File: src/rtl/stack_arbiter.sv
// Round-robin arbiter that shares one LIFO stack between clients A and B.
// Each grant becomes a single Push/Pop strobe, rejected up front when the stack flags forbid it.
module stack_arbiter #(
    parameter int DW    = 4,
    parameter int DEPTH = 8,
    parameter int LW    = 4
) (
    input  logic          Clk,
    input  logic          Rst,
    input  logic          Req_A,
    input  logic          Op_A,
    input  logic [DW-1:0] Wdata_A,
    output logic          Done_A,
    output logic          Err_A,
    output logic [DW-1:0] Rdata_A,
    input  logic          Req_B,
    input  logic          Op_B,
    input  logic [DW-1:0] Wdata_B,
    output logic          Done_B,
    output logic          Err_B,
    output logic [DW-1:0] Rdata_B,
    output logic          St_Push,
    output logic          St_Pop,
    output logic [DW-1:0] St_Data_In,
    input  logic [DW-1:0] St_Data_Out,
    input  logic          St_Full,
    input  logic          St_Empty,
    output logic [LW-1:0] Level
);

    typedef enum logic [1:0] {
        IDLE,
        CMD,
        RESP
    } state_t;

    localparam logic CLIENT_A = 1'b0;
    localparam logic CLIENT_B = 1'b1;

    state_t          state_q, state_d;
    logic            winner_q, winner_d;
    logic            op_q, op_d;
    logic [DW-1:0]   data_q, data_d;
    logic            last_q, last_d;
    logic [LW-1:0]   level_q, level_d;

    logic            done;
    logic            err;
    logic            illegal;
    logic            win;
    logic [DW-1:0]   rdata;

    always_ff @(posedge Clk) begin
        if (Rst) begin
            state_q  <= IDLE;
            winner_q <= CLIENT_A;
            op_q     <= 1'b0;
            data_q   <= '0;
            last_q   <= CLIENT_B;
            level_q  <= '0;
        end else begin
            state_q  <= state_d;
            winner_q <= winner_d;
            op_q     <= op_d;
            data_q   <= data_d;
            last_q   <= last_d;
            level_q  <= level_d;
        end
    end

    // A pop is illegal on an empty stack, a push on a full one.
    assign illegal = op_q ? St_Empty : St_Full;

    always_comb begin
        state_d    = state_q;
        winner_d   = winner_q;
        op_d       = op_q;
        data_d     = data_q;
        last_d     = last_q;
        level_d    = level_q;
        done       = 1'b0;
        err        = 1'b0;
        rdata      = '0;
        win        = CLIENT_A;
        St_Push    = 1'b0;
        St_Pop     = 1'b0;
        St_Data_In = '0;

        case (state_q)
            IDLE: begin
                if (Req_A || Req_B) begin
                    if (Req_A && Req_B) begin
                        win = ~last_q;
                    end else begin
                        win = Req_B ? CLIENT_B : CLIENT_A;
                    end
                    winner_d = win;
                    op_d     = (win == CLIENT_B) ? Op_B : Op_A;
                    data_d   = (win == CLIENT_B) ? Wdata_B : Wdata_A;
                    last_d   = win;
                    state_d  = CMD;
                end
            end
            CMD: begin
                if (illegal) begin
                    done    = 1'b1;
                    err     = 1'b1;
                    state_d = IDLE;
                end else begin
                    if (op_q) begin
                        St_Pop = 1'b1;
                        if (level_q != '0) begin
                            level_d = level_q - LW'(1);
                        end
                    end else begin
                        St_Push    = 1'b1;
                        St_Data_In = data_q;
                        if (level_q != LW'(DEPTH)) begin
                            level_d = level_q + LW'(1);
                        end
                    end
                    state_d = RESP;
                end
            end
            RESP: begin
                done    = 1'b1;
                rdata   = op_q ? St_Data_Out : '0;
                state_d = IDLE;
            end
            default: begin
                state_d = IDLE;
            end
        endcase
    end

    assign Done_A  = done && (winner_q == CLIENT_A);
    assign Err_A   = err  && (winner_q == CLIENT_A);
    assign Rdata_A = (winner_q == CLIENT_A) ? rdata : '0;
    assign Done_B  = done && (winner_q == CLIENT_B);
    assign Err_B   = err  && (winner_q == CLIENT_B);
    assign Rdata_B = (winner_q == CLIENT_B) ? rdata : '0;
    assign Level   = level_q;

endmodule

File: config.mk
export PLATFORM = sky130hd
export DESIGN_NAME = stack_arbiter
export DESIGN_NICKNAME = d
export VERILOG_FILES = /design/src/rtl/stack_arbiter.sv
export SDC_FILE = /design/constraint.sdc
export NUM_CORES = 1
export LEC_CHECK = 0
export CORE_MARGIN = 2
export CORE_UTILIZATION = 39
export DETAILED_ROUTE_END_ITERATION = 6
export PLACE_DENSITY_LB_ADDON = 0.3
export SLEW_MARGIN = 40
export SYNTH_ARGS = -nofsm -noshare
export SYNTH_HDL_FRONTEND = slang
export SYNTH_SLANG_ARGS = --single-unit
File: constraint.sdc
create_clock -name Clk -period 1.9 [get_ports Clk]
set_input_delay 0.285 -clock Clk [delete_from_list [all_inputs] [get_ports Clk]]
set_output_delay 0.285 -clock Clk [all_outputs]
set_load 0.01 [all_outputs]
==> results of run 1 <==
[worst paths after layout]
kind,startpoint,to,slack [ps]
worst max-delay path,op_q,Err_A,60
worst min-delay path,data_q[2],data_q[2],500
worst max register to register,op_q,Level[3],160
worst min register to register,data_q[2],data_q[2],500
[synthesized netlist by cell type (2+ instances only)]
library cell / n / area [sq um]
xnor2_1: 2 / 17.5
and2_1: 6 / 37.5
a21oi_1: 8 / 40.0
nor3b_1: 2 / 15.0
inv_1: 6 / 22.5
a211oi_1: 6 / 45.0
nand2_1: 7 / 26.3
nand3_1: 3 / 15.0
dfxtp_1: 13 / 260
clkbuf_1: 2 / 7.51
nor2_1: 20 / 75.1
mux2i_1: 6 / 60.1
ha_1: 5 / 62.6
[worst reg2reg max path: cells and delay by family (launching register included)]
| family | cells | cell delay, ps |
|---|---|---|
| AND/OR/NAND/NOR | 3 | 680 |
| flip-flops | 1 | 360 |
| AO/OA/AOI/OAI | 1 | 150 |
| adder cells (fa/ha/maj) | 1 | 310 |
| buffers and inverters | 1 | 170 |
[metrics by stage]
step | hold slack, ps | instance area, sq um
floorplan | 358 | 847
global placement | 482 | 1320
detailed placement | 491 | 1320
CTS | 503 | 1350
global route | 532 | 1370
finish | 501 | 1370
[sequential cells by signal, summed over array words and instances (netlist names)]
| name | count |
|---|---|
| data_q | 4 |
| state_q | 2 |
| Level | 4 |
| last_q | 1 |
| winner_q | 1 |
| op_q | 1 |
[cells by family (layout without fill, tap and decap cells)]
family                   count (synthesis)  count (layout)  share of synthesized area
buffers and inverters                    9              59                     0.0487
AND/OR/NAND/NOR                         45              45                      0.256
flip-flops                              13              13                      0.307
XOR/XNOR                                 2               2                     0.0207
adder cells (fa/ha/maj)                  6               6                     0.0975
AO/OA/AOI/OAI                           21              21                      0.173
multiplexers                             7               7                     0.0975
[power by group through the flow]
| stage | clock network (uW) | logic [uW] | registers [uW] |
|---|---|---|---|
| 2_1_floorplan | 0 | 153 | 323 |
| 3_3_place_gp | 0 | 260 | 325 |
| 3_5_place_dp | 0 | 266 | 327 |
| 4_1_cts | 175 | 270 | 321 |
| 5_1_grt | 192 | 311 | 327 |
| 6_report | 168 | 283 | 323 |
[area by class of cell]
| cell class | count | area [sq um] |
|---|---|---|
| clock buffer | 4 | 26.3 |
| fill | 178 | 631 |
| inverter | 6 | 22.5 |
| multi-input combinational | 81 | 586 |
| sequential | 13 | 265 |
| tap | 27 | 33.8 |
| timing repair buffer | 49 | 438 |
[what timing repair did]
item / CTS / global route
setup buffers: 1 / 1
resized for setup: 31 / 10
setup endpoints to repair: 18 / 8
pin swaps: 0 / 0
[routing by layer]
layer,wire length [um],global-route usage,share of wire,up-vias
met5,0,0,0,-
met4,14,0.0676,0.0059,0
met3,184,0.0327,0.078,2
met2,1290,0.382,0.54,38
met1,881,0.208,0.37,408
li1,-,-,-,454
==> metrics.md, run 1 <==
| Metric | Value |
|---|---|
| Initial antenna violation count | `0` |
| Post-synth EDFFs | `0` |
| Net Sw Frac | `0.314` |
| Worst R2R Path Depth | `6` |
| Clock group share of total power | `0.217` |
| Synth cell types | `30` |
| Crit path DAT | `~1600 ps` |
| Hold Path Depth | `2` |
| Reg power frac | `0.417` |
| Layout area overhead | `61.9%` |
| Num CTS Buffers | `3` |
| Non-filler cells, final | `180` |
| Largest net degree at the start of global routing | `12` |
| Initial core utilization | `0.423` |
| Final slew viol count | `0` |
| Post-route setup slack | `between 60 and 70 ps` |
| Worst VDD drop | `~0.00036 V` |
| CTS sink count | `13` |
| Total GRT Usage | `0.196` |
| PortBufs | `between 40 and 50` |
| Die area | `2560 sq um` |
| Ys Warns | `0` |
| Commonest non-fill, non-tap cell in the layout | `clkdlybuf4s50_1` |
| Chip width | `~50 um` |
| Layout cells sized above 1 | `0.183` |
| Endpoint class of the critical path | `output pin` |
| Fin crit share | `0.966` |
| Status | `complete, no violations` |
| Combinational power share | `0.365` |
| Synth Register Bits | `13` |
| Drt wl/cell | `13.2 um` |
| Core Area | `about 2000 sq um` |
| Cell Area, Synth | `roughly 850 sq um` |
| Most frequent cells in the layout | `clkdlybuf4s50_1, nor2_1, dlygate4sd2_1` |
| First-iteration detailed-routing DRC count | `16` |
| Vias | `about 900` |
| Antenna Cells | `0` |
| Total power | `just under 800 uW` |
| Largest stage delay, worst path | `between 300 and 400 ps` |
| Cts hold-fix bufs | `0` |
| Sequence of cells on the critical path | `mux2i_4 > and2b_2 > and2_1 > dlygate4sd2_1` |
| Fmax | `roughly 540 MHz` |
| Vias per cell | `5.01` |
| Syn Area/Cell | `8.22 sq um` |
| Setup_tns | `0 ps` |
| Post-Route WL | `around 2400 um` |
| Post-Route Utilization | `0.685` |
| H-tree depth | `1` |
| 1st-pass router iterations | `4` |
| Lkg Pwr | `0.000584 uW` |
| Buffers & Inverters on Critical Path | `1` |
| CP Launch Type | `flip-flop` |
| Crit path max fanout | `3` |
| Clk root buf | `clkbuf_4` |
| RSZ-0062 raised after global routing | `no` |
| Final GP Congestion | `0.750` |
| Max-Cap Viols | `0` |
| Number of global-route vias before repair | `~900` |
| CP required | `around 1600 ps` |
| Hold Path Class | `flip-flop to flip-flop` |
| CTS max path bufs | `2` |
| Rel. slew slack | `0.727` |
| Clk_lat worst skew | `around 270 ps` |
| Synth Net Count | `between 100 and 150` |
| Clock Skew | `around 5.3 ps` |
| Dpl cells | `174` |
| Final setup violation count | `0` |
| Clk slew on worst S/H paths | `around 80 ps` |
| # DRC | `0` |
| Antenna Nets Post-Route | `0` |
| Die Ht | `50.6 um` |
| Hold Vio Cnt, Final | `0` |
| PD cells | `roughly 560 nW/um^2` |
| IO Count | `42` |
| Total gr overflow | `0` |
| Pre-CTS WS | `-304 ps` |
| DP HPWL | `around 1700 um` |
| Kind of cell adding the most delay to the critical path | `simple AND/OR/NAND/NOR gates` |
| Worst path depth | `4` |
| Tmin final | `between 1500 and 2000 ps` |
| Main flop type after synthesis | `dfxtp_1` |
| FP Rows | `16` |
| Slew @ Worst Pin | `about 410 ps` |
| Cells after Synth | `approximately 100` |
| TritonCTS clock tree | `done` |
| Nets | `180` |
| First-pass GRT wire length | `about 3900 um` |
| Post-synthesis sequential area ratio | `0.307` |
| Worst Setup Path Type | `flip-flop to output pin` |
| Ys async rst share | `0` |
| Cell-internal power | `531 uW` |
| P_sw | `243 uW` |
| Worst-path cell with the longest stage delay | `dfxtp_4` |
Note: power is estimated with default switching activity, not from simulation.
==> run 2: changes to the inputs <==
- CTS_CLUSTER_DIAMETER: not set -> 80
==> results of run 2 <==
The final DEF is identical to that of run 1; final timing and power are the same.
